`config.mk`:
```
export PLATFORM = sky130hd
export DESIGN_NAME = mem_ctrl
export DESIGN_NICKNAME = d
export VERILOG_FILES = /design/src/rtl/mem_ctrl.sv
export SDC_FILE = /design/constraint.sdc
export NUM_CORES = 1
export LEC_CHECK = 0
export CORE_ASPECT_RATIO = 1.1
export CORE_MARGIN = 5
export CORE_UTILIZATION = 41
export DETAILED_ROUTE_END_ITERATION = 6
export MAX_ROUTING_LAYER = met4
export PLACE_DENSITY = 0.67
export SYNTH_ARGS = -nofsm -noshare
export SYNTH_HDL_FRONTEND = slang
export SYNTH_SLANG_ARGS = --single-unit
```
`constraint.sdc`:
```
create_clock -name clk -period 14 [get_ports clk]
set_input_delay 2.8 -clock clk [delete_from_list [all_inputs] [get_ports clk]]
set_output_delay 2.8 -clock clk [all_outputs]
set_load 0.03 [all_outputs]
```
`src/rtl/mem_ctrl.sv`:
```
// Byte-serial RAM sequencer shared by instruction fetch and load/store.
// Splits word/half/byte accesses into byte transfers and assembles reads little-endian.
module mem_ctrl #(
    parameter int ADDR_WIDTH = 32,
    parameter bit MEM_PRIO   = 1'b1
) (
    input  logic                  clk,
    input  logic                  rst,
    input  logic                  if_req_i,
    input  logic [ADDR_WIDTH-1:0] if_addr_i,
    output logic [31:0]           if_data_o,
    output logic                  if_done_o,
    input  logic                  mem_req_i,
    input  logic                  mem_we_i,
    input  logic [1:0]            mem_size_i,
    input  logic [ADDR_WIDTH-1:0] mem_addr_i,
    input  logic [31:0]           mem_wdata_i,
    output logic [31:0]           mem_rdata_o,
    output logic                  mem_done_o,
    output logic [ADDR_WIDTH-1:0] ram_addr_o,
    output logic                  ram_wr_o,
    output logic [7:0]            ram_dout_o,
    input  logic [7:0]            ram_din_i
);

    typedef enum logic [1:0] {IDLE = 2'd0, XFER = 2'd1, TAIL = 2'd2, DONE = 2'd3} state_t;

    state_t                state_q, state_d;
    logic [ADDR_WIDTH-1:0] base_q, base_d;
    logic                  we_q, we_d;
    logic                  own_mem_q, own_mem_d;
    logic [1:0]            k_q, k_d;
    logic [1:0]            last_q, last_d;
    logic [31:0]           wdata_q, wdata_d;
    logic [31:0]           result_q, result_d;

    logic [ADDR_WIDTH-1:0] ram_addr_q, ram_addr_d;
    logic                  ram_wr_q, ram_wr_d;
    logic [7:0]            ram_dout_q, ram_dout_d;
    logic                  if_done_q, if_done_d;
    logic                  mem_done_q, mem_done_d;
    logic [31:0]           if_data_q, if_data_d;
    logic [31:0]           mem_rdata_q, mem_rdata_d;

    logic                  grant_any, grant_mem;
    logic [ADDR_WIDTH-1:0] sel_addr;
    logic                  sel_we;
    logic [31:0]           sel_wdata;
    logic [1:0]            sel_last;
    logic [1:0]            cap_idx;

    assign grant_any = if_req_i | mem_req_i;
    assign grant_mem = mem_req_i & (~if_req_i | MEM_PRIO);

    // last_q holds the index of the final byte (N-1), so fetches always use 3
    always_comb begin
        sel_addr  = if_addr_i;
        sel_we    = 1'b0;
        sel_wdata = 32'd0;
        sel_last  = 2'd3;
        if (grant_mem) begin
            sel_addr  = mem_addr_i;
            sel_we    = mem_we_i;
            sel_wdata = mem_wdata_i;
            case (mem_size_i)
                2'b00:   sel_last = 2'd0;
                2'b01:   sel_last = 2'd1;
                default: sel_last = 2'd3;
            endcase
        end
    end

    always_ff @(posedge clk) begin
        if (!rst) state_q <= IDLE;
        else      state_q <= state_d;
    end

    always_comb begin
        state_d = state_q;
        case (state_q)
            IDLE:    if (grant_any) state_d = XFER;
            XFER:    if (k_q == last_q) state_d = we_q ? DONE : TAIL;
            TAIL:    state_d = DONE;
            DONE:    state_d = IDLE;
            default: state_d = IDLE;
        endcase
    end

    always_comb begin
        base_d      = base_q;
        we_d        = we_q;
        own_mem_d   = own_mem_q;
        k_d         = k_q;
        last_d      = last_q;
        wdata_d     = wdata_q;
        result_d    = result_q;
        ram_addr_d  = ram_addr_q;
        ram_dout_d  = ram_dout_q;
        ram_wr_d    = 1'b0;
        if_done_d   = 1'b0;
        mem_done_d  = 1'b0;
        if_data_d   = 32'd0;
        mem_rdata_d = 32'd0;
        cap_idx     = k_q - 2'd1;
        case (state_q)
            IDLE: begin
                if (grant_any) begin
                    base_d     = sel_addr;
                    we_d       = sel_we;
                    own_mem_d  = grant_mem;
                    k_d        = 2'd0;
                    last_d     = sel_last;
                    wdata_d    = sel_wdata;
                    result_d   = 32'd0;
                    ram_addr_d = sel_addr;
                    ram_wr_d   = sel_we;
                    ram_dout_d = sel_wdata[7:0];
                end
            end
            XFER: begin
                // read data lags its address by one cycle
                if (!we_q && k_q != 2'd0) result_d[{cap_idx, 3'b000} +: 8] = ram_din_i;
                if (k_q != last_q) begin
                    k_d        = k_q + 2'd1;
                    ram_addr_d = base_q + ADDR_WIDTH'(k_d);
                    ram_wr_d   = we_q;
                    ram_dout_d = wdata_q[{k_d, 3'b000} +: 8];
                end else if (we_q) begin
                    mem_done_d = 1'b1;
                end
            end
            TAIL: begin
                result_d[{last_q, 3'b000} +: 8] = ram_din_i;
                if (own_mem_q) begin
                    mem_done_d  = 1'b1;
                    mem_rdata_d = result_d;
                end else begin
                    if_done_d = 1'b1;
                    if_data_d = result_d;
                end
            end
            default: ;
        endcase
    end

    always_ff @(posedge clk) begin
        if (!rst) begin
            k_q         <= 2'd0;
            ram_addr_q  <= '0;
            ram_wr_q    <= 1'b0;
            ram_dout_q  <= 8'd0;
            if_done_q   <= 1'b0;
            mem_done_q  <= 1'b0;
            if_data_q   <= 32'd0;
            mem_rdata_q <= 32'd0;
        end else begin
            k_q         <= k_d;
            ram_addr_q  <= ram_addr_d;
            ram_wr_q    <= ram_wr_d;
            ram_dout_q  <= ram_dout_d;
            if_done_q   <= if_done_d;
            mem_done_q  <= mem_done_d;
            if_data_q   <= if_data_d;
            mem_rdata_q <= mem_rdata_d;
        end
    end

    // transaction context is only read after a fresh grant, so it needs no reset
    always_ff @(posedge clk) begin
        base_q    <= base_d;
        we_q      <= we_d;
        own_mem_q <= own_mem_d;
        last_q    <= last_d;
        wdata_q   <= wdata_d;
        result_q  <= result_d;
    end

    assign ram_addr_o  = ram_addr_q;
    assign ram_wr_o    = ram_wr_q;
    assign ram_dout_o  = ram_dout_q;
    assign if_done_o   = if_done_q;
    assign mem_done_o  = mem_done_q;
    assign if_data_o   = if_data_q;
    assign mem_rdata_o = mem_rdata_q;

endmodule

```
Word-level counts from Yosys, hierarchy flattened
Cells that the tools add are included.
- register bits after elaboration: 211
- input bits: 111
- equality and inequality tests: 10
- reduce and logical (&&, ||, !) cells: 14
- mux-type cells: 30
- shift-type cells: 5
- bitwise operators: 3
- $add $sub $neg: 5
- operators by type and width (cell ; count):
    $mux W32 ; 5
    $pmux W32 S3 ; 1
    $bwmux W32 ; 2
    $pmux W32 S2 ; 1
    $shift A8 B7 Y32 const A ; 2
    $shiftx A8 B7 Y32 ; 2
    $add A32 B2 Y32 ; 1
    $shiftx A32 B6 Y8 ; 1
    $mux W8 ; 3
    $pmux W8 S2 ; 1
    $neg A5 Y7 ; 2
    $reduce_and A3 Y1 ; 3
    $mux W1 ; 8
    $mux W2 ; 4
    $ne A2 B2 Y1 const B ; 4
    $pmux W2 S2 ; 2
    $pmux W2 S4 ; 1
    $reduce_and A2 Y1 ; 3
    $eq A2 B1 Y1 const B ; 2
    $eq A2 B2 Y1 const B ; 2
    $logic_not A2 Y1 ; 2
    $pmux W1 S2 ; 2
    $reduce_bool A2 Y1 ; 2
    $reduce_bool A3 Y1 ; 1
    9 further kinds ; 10

Depth between registers and ports, before layout
- depth in word-level cells: 6
- gate-level depth with buffers: 11
- gate-level depth less buffers: 8

Worst setup path before layout
Ideal clock, no wire load.
- path type: in2reg
- from: input port mem_req_i
- to: register base_q[0], enable pin
- path buffers: 2
- setup time: 0.502 ns
- data required time: 13.498 ns
- slack: 7.021 ns
- arrival: 6.477 ns
- stages on the path: 4
- cells stage by stage: buf_2 > buf_1 > nor2_1 > nor2b_1
- longest elaborated chain between the ends: 2
- ends and longest elaborated chain (what ; RTL line ; RTL):
    start: declaration ; 13 ; input logic mem_req_i,
    $or A1 B1 Y1 ; 52 ; assign grant_any = if_req_i | mem_req_i;
    $reduce_and A2 Y1 (no source line) ; n/a ;
    end signal: assignment ; 170 ; base_q <= base_d;
    end: declaration ; 29 ; logic [ADDR_WIDTH-1:0] base_q, base_d;
No other way between the ends.
A chain may end at the register's enable or synchronous reset.

Worst setup path after layout
- from: input port mem_req_i
- to: register ram_addr_q[19] (netlist: ram_addr_o[19])
- longest elaborated chain between the ends: 3
- ends and longest elaborated chain (what ; RTL line ; RTL):
    $mux W32 / $or A1 B1 Y1 (equally long branches) ; 61, 52 ;
    $mux W32 / $ne A2 B2 Y1 (equally long branches) ; n/a ;
    $pmux W32 S2 / $reduce_and A3 Y1 (equally long branches) ; n/a ;
    end signal: assignment ; 158 ; ram_addr_q <= ram_addr_d;
    end: declaration ; 37 ; logic [ADDR_WIDTH-1:0] ram_addr_q, ram_addr_d;
Parallel ways exist; a longest one is shown, timed or not. The select of a mux whose other input is x is not followed.

==> summary.txt <==
Clock network
  • Hold buffer count at CTS: 0
  • Worst-case clock buffer depth: 3
  • Num CTS Buffers: 22
  • Clock Sinks: around 210
  • CTS tree: done
  • Clock latency on the worst-skew pair: 0.50 ns
  • PostCTS Resize Cnt: 0
  • Root Buffer: clkbuf_16
  • H-tree depth: 1
  • Post-CTS Setup Bufs: 0
  • Worst-path clk slew: approximately 0.07 ns

Floorplanning
  • Chip width: approximately 160 µm
  • Total die area: 27000 µm²
  • I/O pin count: 218
  • Initial core utilization: roughly 41%
  • Die Y: about 170 µm
  • Core box area: 23500 µm²
  • Num rows: 59

STA
  • Minimum clock period: about 4.8 ns
  • Max_slew headroom: between 20% and 30%
  • Final Max Slew Viols: 0
  • Final Skew: a little under 0.01 ns
  • F_max: around 210 MHz
  • Final setup vio count: 0
  • Setup TNS: 0 ns
  • Period utilization: between 30% and 40%
  • Hold Violations, Final: 0
  • Final WS setup: roughly 9 ns
  • Worst Hold Margin: about 0.46 ns
  • Unrepaired setup endpoints after global routing: no
  • Worst Max-Slew Pin Slew: 1.13 ns

Critical path
  • Crit-path slowest cell: buf_4
  • Worst path cell trace: buf_2, buf_4, nor3b_1, a311o_1, nor2_1, nand2_1, o211ai_1
  • CP required: 14.42 ns
  • CP arrival: about 5.3 ns
  • CP max FO: 76
  • Worst setup path startpoint: mem_req_i
  • Crit path launch type: input pin
  • Crit end category: flop
  • Largest stage delay on the critical path: about 0.57 ns
  • R2R setup slack: about 11 ns
  • R2R Path Start: k_q[1]
  • CP Class: input pin to flop

Global route
  • Remaining Overflow, GRT: 0
  • Global-route wire length before repair: around 40000 µm
  • All-Layer GR Usage: about 19%
  • Largest net degree at the start of global routing: 77
  • Antenna violations before repair: 1
  • Number of global-route vias before repair: 7593

Detailed routing
  • Via density: 5.31
  • DR vias: approximately 7700
  • DR pass1 iterations: 5
  • Total wire length: 26300 µm
  • DRT iter0 DRCs: 628
  • Post-route ant nets: 0
  • Routed len/inst: approximately 18 µm
  • Drt drc: 0

Layout
  • Finished Core Util: between 50% and 60%
  • Fillers: 2075
  • Final Non-Filler Cells: ~1400
  • Layout Nets: roughly 1200
  • Layout cells sized above 1: 8.97%
  • P&R area growth vs syn: 32.1%
  • Finished Cell Area: ~13000 µm²

Worst hold path
  • HP Start: ram_addr_o[2]
  • Worst hold path type: flop to flop

Power and ir drop
  • Total power: 2.63 mW
  • Comb pwr share: about two fifths
  • Worst VDD drop: around 0.11 mV
  • P_leak: 4.62 nW
  • Clock power frac: a little over a fifth
  • Part of the power in registers: a little under two fifths
  • Switching share of power: a little under two fifths
  • Pint: 1.64 mW
  • Psw: roughly 1000 µW
  • PwrDens: 204 nW/µm²

Placement
  • Placed Instances: about 1400
  • Setup WS pre-CTS: 8.62 ns
  • RD Place Congestion: 0.834
  • Detailed placement HPWL: approximately 18000 µm
  • Placed cell areas: ~12000 µm²
  • IO Port Bufs: 217

Yosys
  • Yosys reg bits: 211
  • Main synth FF type: dfxtp_1
  • Post-synth net total: between 1000 and 1500
  • Synth unique cells: a little over 60
  • Syn avg cell area: approximately 11 µm²
  • Yosys top cell by area: edfxtp_1
  • Area contributors post-synth: edfxtp_1, dfxtp_1, nor2b_1
  • Post-Syn Area: approximately 9800 µm²
  • Share of flip-flops with an asynchronous set or reset: 0%
  • Seq/Total Area, Yosys: a little over half
  • Post-synth top area share: just over 30%
  • Synth warnings: 0
  • Post-Synthesis Cells: about 930
  • EDFF count, synth: 100

Job
  • MaxCap Viol Count: 0

Outcome
  • Outcome: finished clean
-- sequential cells by signal (all words and copies together), names as in the netlist --
register	cells
base_q	32
if_data_o	32
if_done_o	1
k_q	2
last_q	2
mem_done_o	1
mem_rdata_o	32
own_mem_q	1
ram_addr_o	32
ram_dout_o	8
ram_wr_o	1
result_q	32
state_q	2
wdata_q	32
we_q	1
-- kinds of logic (layout without fill, tap and decap cells) --
logic type	Yosys count	count (layout)	share of synthesized area, %
other	0	1	0
multiplexers	46	46	6.11
flip-flops	211	211	53.6
adder cells (fa/ha/maj)	17	17	2.26
AND/OR/NAND/NOR	339	339	18.8
XOR/XNOR	27	27	2.42
AO/OA/AOI/OAI	196	196	13.1
buffers and inverters	91	301	3.76
-- cell usage after synthesis (all sizes together), types with 3 or more instances --
cell type	count
edfxtp	100
a211o	5
and4	4
nand3	39
mux2i	10
nand2b	3
a211oi	9
nand2	41
nor2b	60
a2bb2oi	32
buf	13
clkbuf	43
ha	16
a21oi	63
xor2	6
nor2	99
mux4	8
o211ai	9
o21ai	38
nor4	9
nor3	11
inv	35
mux2	28
o22ai	20
and2	53
dfxtp	111
xnor2	21
o221ai	5
nand4	6
or3	3
-- layer usage --
layer / wire length, µm / track usage, % / up-vias
met4: 724 / 5.76 / 0
met3: 2190 / 4.30 / 49
met1: 10700 / 24.1 / 3616
met5: 0 / - / -
met2: 12600 / 31.4 / 306
li1: - / - / 3697
-- power by group through the flow --
stage	logic [mW]	registers (mW)	clock network [mW]
global placement	1.06	0.986	0
detailed placement	1.08	0.990	0
CTS	1.08	0.981	0.591
floorplan	0.599	1.10	0
finish	1.07	0.981	0.579
global route	1.16	1.00	0.620
-- layout make-up --
class                      count  area (µm²)  area share (%)
sequential                   211        5230            40.5
multi-input combinational    625        4180            32.5
timing repair buffer         226        2230            17.3
clock buffer                  32         683            5.30
tap                          305         382            2.96
inverter                      35         131            1.02
clock inverter                 8        45.0           0.350
antenna                        1        2.50          0.0194
-- layout by cell type, fill, tap and decap left out, types with 20 or more instances in the layout --
cell             instances
a21oi_1                 63
o21ai_0                 34
nand3_1                 37
mux2_2                  28
and2_1                  53
xnor2_1                 21
a2bb2oi_1               32
inv_1                   35
edfxtp_1               100
nand2_1                 41
clkdlybuf4s50_1        216
nor2_1                  99
o22ai_1                 20
dfxtp_1                111
nor2b_1                 59
clkbuf_16               26
-- critical path: cells and delay by family --
family / cells / cell delay (ns)
compound gates: 2 / 0.71
buf+inv: 2 / 0.65
simple gates: 3 / 1.07
-- final timing paths --
kind               endpoint  cells past startpoint
max          ram_addr_o[19]                      7
max reg2reg  ram_addr_o[28]                      8
min reg2reg   ram_addr_o[2]                      2
min           ram_addr_o[2]                      2
No activity file was read; power rests on OpenSTA's default activity.
